File: config.mk
export PLATFORM = sky130hd
export DESIGN_NAME = nibble_serial_adder
export DESIGN_NICKNAME = d
export VERILOG_FILES = /design/src/rtl/nibble_serial_adder.sv
export SDC_FILE = /design/constraint.sdc
export NUM_CORES = 1
export LEC_CHECK = 0
export CORE_MARGIN = 2
export CORE_UTILIZATION = 51
export CTS_CLUSTER_DIAMETER = 100
export CTS_CLUSTER_SIZE = 40
export DETAILED_ROUTE_END_ITERATION = 8
export GPL_TIMING_DRIVEN = 0
export PLACE_DENSITY = 0.84
export SYNTH_ARGS = -nofsm -noshare
export SYNTH_HDL_FRONTEND = slang
export SYNTH_SLANG_ARGS = --single-unit
File: constraint.sdc
create_clock -name clk -period 1.85 [get_ports clk]
set_input_delay 0.2775 -clock clk [delete_from_list [all_inputs] [get_ports clk]]
set_output_delay 0.2775 -clock clk [all_outputs]
set_load 0.05 [all_outputs]
File: src/rtl/nibble_serial_adder.sv
// Nibble-serial WIDTH-bit adder: one adder_4bit reused LSB nibble first.
// Define OVERFLOW_FLAG_EN to add the signed-overflow output ovf.
module adder_4bit (
  input  logic [3:0] a,
  input  logic [3:0] b,
  input  logic       cin,
  output logic [3:0] sum,
  output logic       cout
);
  assign {cout, sum} = {1'b0, a} + {1'b0, b} + {4'b0, cin};
endmodule

module nibble_serial_adder #(
  parameter int WIDTH = 16
) (
  input  logic             clk,
  input  logic             rst,
  input  logic             in_valid,
  output logic             in_ready,
  input  logic [WIDTH-1:0] a,
  input  logic [WIDTH-1:0] b,
  input  logic             cin,
  output logic             out_valid,
  input  logic             out_ready,
  output logic [WIDTH-1:0] sum,
  output logic             cout
`ifdef OVERFLOW_FLAG_EN
  ,
  output logic             ovf
`endif
);
  localparam int NIBBLES = WIDTH / 4;
  localparam int CW = (NIBBLES > 1) ? $clog2(NIBBLES) : 1;
  localparam logic [CW-1:0] LAST = CW'(NIBBLES - 1);

  generate
    if ((WIDTH % 4) != 0 || WIDTH < 4) begin : g_bad_width
      $error("nibble_serial_adder: WIDTH must be a multiple of 4 and >= 4");
    end
  endgenerate

  typedef enum logic [1:0] {IDLE, RUN, DONE} state_t;

  state_t           state;
  logic [WIDTH-1:0] a_sh;
  logic [WIDTH-1:0] b_sh;
  logic             carry;
  logic [CW-1:0]    cnt;
  logic [3:0]       nib_sum;
  logic             nib_cout;
  logic [WIDTH+3:0] sum_cat;
  logic [WIDTH-1:0] sum_nxt;
`ifdef OVERFLOW_FLAG_EN
  logic             a_msb;
  logic             b_msb;
`endif

  adder_4bit u_add (
    .a    (a_sh[3:0]),
    .b    (b_sh[3:0]),
    .cin  (carry),
    .sum  (nib_sum),
    .cout (nib_cout)
  );

  // New nibble enters at the top; after NIBBLES shifts it is fully aligned.
  assign sum_cat = {nib_sum, sum};
  assign sum_nxt = sum_cat[WIDTH+3:4];

  always_ff @(posedge clk or posedge rst) begin
    if (rst) begin
      state     <= IDLE;
      in_ready  <= 1'b1;
      out_valid <= 1'b0;
      sum       <= '0;
      cout      <= 1'b0;
      cnt       <= '0;
      a_sh      <= '0;
      b_sh      <= '0;
      carry     <= 1'b0;
`ifdef OVERFLOW_FLAG_EN
      a_msb     <= 1'b0;
      b_msb     <= 1'b0;
      ovf       <= 1'b0;
`endif
    end else begin
      case (state)
        IDLE: begin
          if (in_valid) begin
            a_sh     <= a;
            b_sh     <= b;
            carry    <= cin;
            cnt      <= '0;
            state    <= RUN;
            in_ready <= 1'b0;
`ifdef OVERFLOW_FLAG_EN
            a_msb    <= a[WIDTH-1];
            b_msb    <= b[WIDTH-1];
`endif
          end
        end
        RUN: begin
          a_sh  <= a_sh >> 4;
          b_sh  <= b_sh >> 4;
          sum   <= sum_nxt;
          carry <= nib_cout;
          cnt   <= cnt + CW'(1);
          if (cnt == LAST) begin
            state     <= DONE;
            out_valid <= 1'b1;
            cout      <= nib_cout;
`ifdef OVERFLOW_FLAG_EN
            ovf <= (a_msb == b_msb) && (nib_sum[3] != a_msb);
`endif
          end
        end
        DONE: begin
          if (out_ready) begin
            state     <= IDLE;
            out_valid <= 1'b0;
            in_ready  <= 1'b1;
          end
        end
        default: begin
          state     <= IDLE;
          in_ready  <= 1'b1;
          out_valid <= 1'b0;
        end
      endcase
    end
  end
endmodule
==> impl_metrics.py <==
metrics = {
    "place": {
        "place_hpwl_um": 4690,
        "pre_cts_slack_ns": 0.151,
        "port_buffers": 55,
        "gp_congestion": 0.819,
    },
    "critical_path": {
        "arrival_ns": 1.52,
        "worstSetupEndpointType": "output port",
        "path_buf_inv": 1,
        "crit_fanout": 3,
        "crit_family": "buffers and inverters",
        "criticalPathCategory": "reg -> out",
        "crit_chain": "clkdlybuf4s50_1",
        "max_stage_delay_ns": 0.82,
        "start_kind": "register",
        "cp.required_ns": 1.57,
        "crit_slowest_cell": "clkdlybuf4s50_1",
    },
    "timing": {
        "max_freq_mhz": 556,
        "holdWs_ns": 0.346,
        "period_needed_ns": 1.80,
        "slew-limit-headroom": 0.613,
        "rsz0062_at_grt": "no",
        "finalSetupViolations": 0,
        "drv_slew": 0,
        "fin_crit_sh": 0.972,
        "postLayoutSetupSlackWorst_ns": 0.0512,
        "fin_worst_skew_ns": 0.00707,
        "worst_slew_pin_slew_ns": 0.580,
        "hold_viol": 0,
    },
    "run_status": {
        "status": "finished clean",
    },
    "detailed_routing": {
        "routed_wl_um": 6350,
        "wl_met2_um": 3140,
        "dr.first_iter.drc_count": 123,
        "antenna_left": 0,
        "vias": 2336,
        "viasPerCell": 5.58,
        "dr.pass1.iters": 5,
        "dr.max_layer_used": "met4",
        "wl_met3_um": 320,
        "wl_met1_um": 2790,
        "drcViolationCount": 0,
        "avgRoutedWirePerCell_um": 15.2,
    },
    "clock_tree": {
        "clock_sinks": 56,
        "cts_buffer_depth": 2,
        "cts_tree": "built",
        "numCtsBuffers": 5,
        "post_cts_buffers": 0,
        "htreeDepth": 2,
        "cts_root_buf": "clkbuf_8",
        "clk_pin_slew_ns": 0.10,
        "clk_latency_ns": 0.31,
    },
    "worst_hold_path": {
        "hold_path_class": "in -> async",
    },
    "yosys": {
        "syn_inst": 285,
        "synth.area.mux_share": 0.00735,
        "synthAdderAreaFrac": 0.0331,
        "synth-compound-area-share": 0.228,
        "syn_area_um2": 2730,
        "yosysWarnings": 0,
        "synth-seq-cells": 56,
        "synth-xor-area-share": 0,
        "syn_nets": 328,
        "syn_avg_cell_area_um2": 9.56,
        "ys_types": 30,
        "synthSimpleGateAreaFrac": 0.166,
        "synth_top_family_by_area": "compound AO/OA/AOI/OAI gates",
        "seq_area_frac_synth": 0.515,
    },
    "floorplan": {
        "die_w_um": 77.1,
        "core_area_um2": 5140,
        "std_cell_rows": 26,
        "die_h_um": 77.1,
        "ioPinCount": 56,
        "initial_core_util": 0.530,
        "die_area_um2": 5940,
    },
    "grt": {
        "grt_antenna_before_repair": 0,
        "grt_max_degree": 31,
        "grt_pass1_wl_um": 10800,
        "grt-ovfl-total": 0,
        "grt_use_total": 0.228,
        "grt_pass1_vias": 2287,
    },
    "cells_and_area": {
        "nets": 391,
        "syn2layout_area_growth_pct": 28.1,
        "drive_gt1_frac": 0.0774,
        "diodes": 0,
    },
    "power_and_ir_drop": {
        "powerDensity_nw_per_um2": 1730,
        "irDropWorstVdd_v": 0.000860,
        "leakage_nw": 1.52,
    },
    "run": {
        "drv_cap": 0,
    },
}
-- what timing repair did --
item,4_1_cts,5_1_grt
resized for setup,1,1
endpoints found under the setup margin,1,1
hold buffers,0,0
-- cell usage after synthesis, drive strengths merged --
master | count | area (um^2)
o21bai | 1 | 7.51
mux2i | 2 | 20.0
a22oi | 24 | 180
nand2 | 50 | 188
nor4bb | 1 | 10.0
clkbuf | 8 | 30.0
ha | 4 | 50.1
a22o | 4 | 35.0
a21oi | 33 | 165
nand2b | 3 | 26.3
dfstp | 1 | 26.3
o211ai | 1 | 7.51
a31oi | 1 | 6.26
o2bb2ai | 1 | 8.76
o22a | 1 | 8.76
and4bb | 1 | 12.5
fa | 2 | 40.0
inv | 5 | 18.8
nor2 | 4 | 15.0
a2bb2oi | 2 | 17.5
dfrtp | 55 | 1380
o21ai | 34 | 170
or3 | 1 | 6.26
a221oi | 1 | 15.0
buf | 14 | 90.1
nor2b | 31 | 194
-- layout make-up --
cell class,instances,area (um^2)
plain buffers,22,120
clock buffers,6,72.6
clock inverters,2,35.0
fillers,448,1650
inverters,5,18.8
multi-input cells,202,1180
flip-flops and latches,56,1400
well taps,70,87.6
repair buffers,56,572
-- kinds of logic after synthesis --
family	count (synthesis)
AO/OA/AOI/OAI	103
adder cells (fa/ha/maj)	6
buffers and inverters	27
flip-flops	56
multiplexers	2
AND/OR/NAND/NOR	91
-- worst register-to-register path: stages, from the launching register on --
cell	delay, ns
dfrtp_1	0.43
fa_1	0.45
inv_1	0.08
fa_1	0.18
nand2b_1	0.13
o2bb2ai_1	0.17
a31oi_1	0.12
-- final timing paths --
check / from / slack (ns) / endpoint / depth (start not counted)
min reg2reg: sum[1] / 0.48 / sum[1] / 2
min: rst / 0.35 / sum[11] / 2
max reg2reg: a_sh[0] / 0.17 / cout / 6
max in group asynchronous: rst / 0.95 / b_sh[1] / 3
min in group clk: sum[1] / 0.48 / sum[1] / 2
max: sum[11] / 0.05 / sum[11] / 1
-- routing by layer --
| metal | vias to the layer above | track usage |
|---|---|---|
| met1 | 1126 | 0.300 |
| met2 | 85 | 0.384 |
| li1 | 1115 | - |
| met4 | 0 | 0.0679 |
| met3 | 10 | 0.0435 |
| met5 | - | 0 |
-- power breakdown --
part	internal (mW)	total (mW)	switching, mW
combinational	1.20	3.10	1.90
sequential	1.75	2.15	0.399
clock	0.403	0.795	0.393
-- stage by stage --
| step | setup TNS, ns | power, mW | area (um^2) | std cells | utilization |
|---|---|---|---|---|---|
| after floorplan | 0 | 4.31 | 2730 | 285 | - |
| after global placement | -44.89 | 5.15 | 3360 | 410 | 0.654 |
| after detailed placement | 0 | 5.28 | 3380 | 411 | 0.658 |
| after CTS | 0 | 6.06 | 3490 | 419 | 0.679 |
| after global routing | 0 | 6.48 | 3490 | 419 | 0.679 |
| final | 0 | 6.05 | 3490 | 419 | 0.679 |
-- state kept, by name (all words and copies together), names as in the netlist, 2 cells and up --
name	flops
sum	16
a_sh	16
state	2
cnt	2
b_sh	16
-- cells in the final DEF, fill, tap and decap left out, types with 2 or more instances in the layout --
cell             instances
a2bb2oi_1                2
mux2i_1                  2
nand2b_1                 2
nor2b_1                 31
buf_4                    3
o21ai_0                 27
buf_6                    2
clkbuf_1                 9
nor2_1                   4
nand2_1                 50
fa_1                     2
ha_1                     4
inv_1                    4
a21oi_1                 33
dfrtp_1                 55
clkbuf_8                 5
a22oi_1                 24
clkdlybuf4s50_1         53
buf_2                    9
a22o_1                   4
o21ai_1                  7
(Power assumes the default switching activity.)
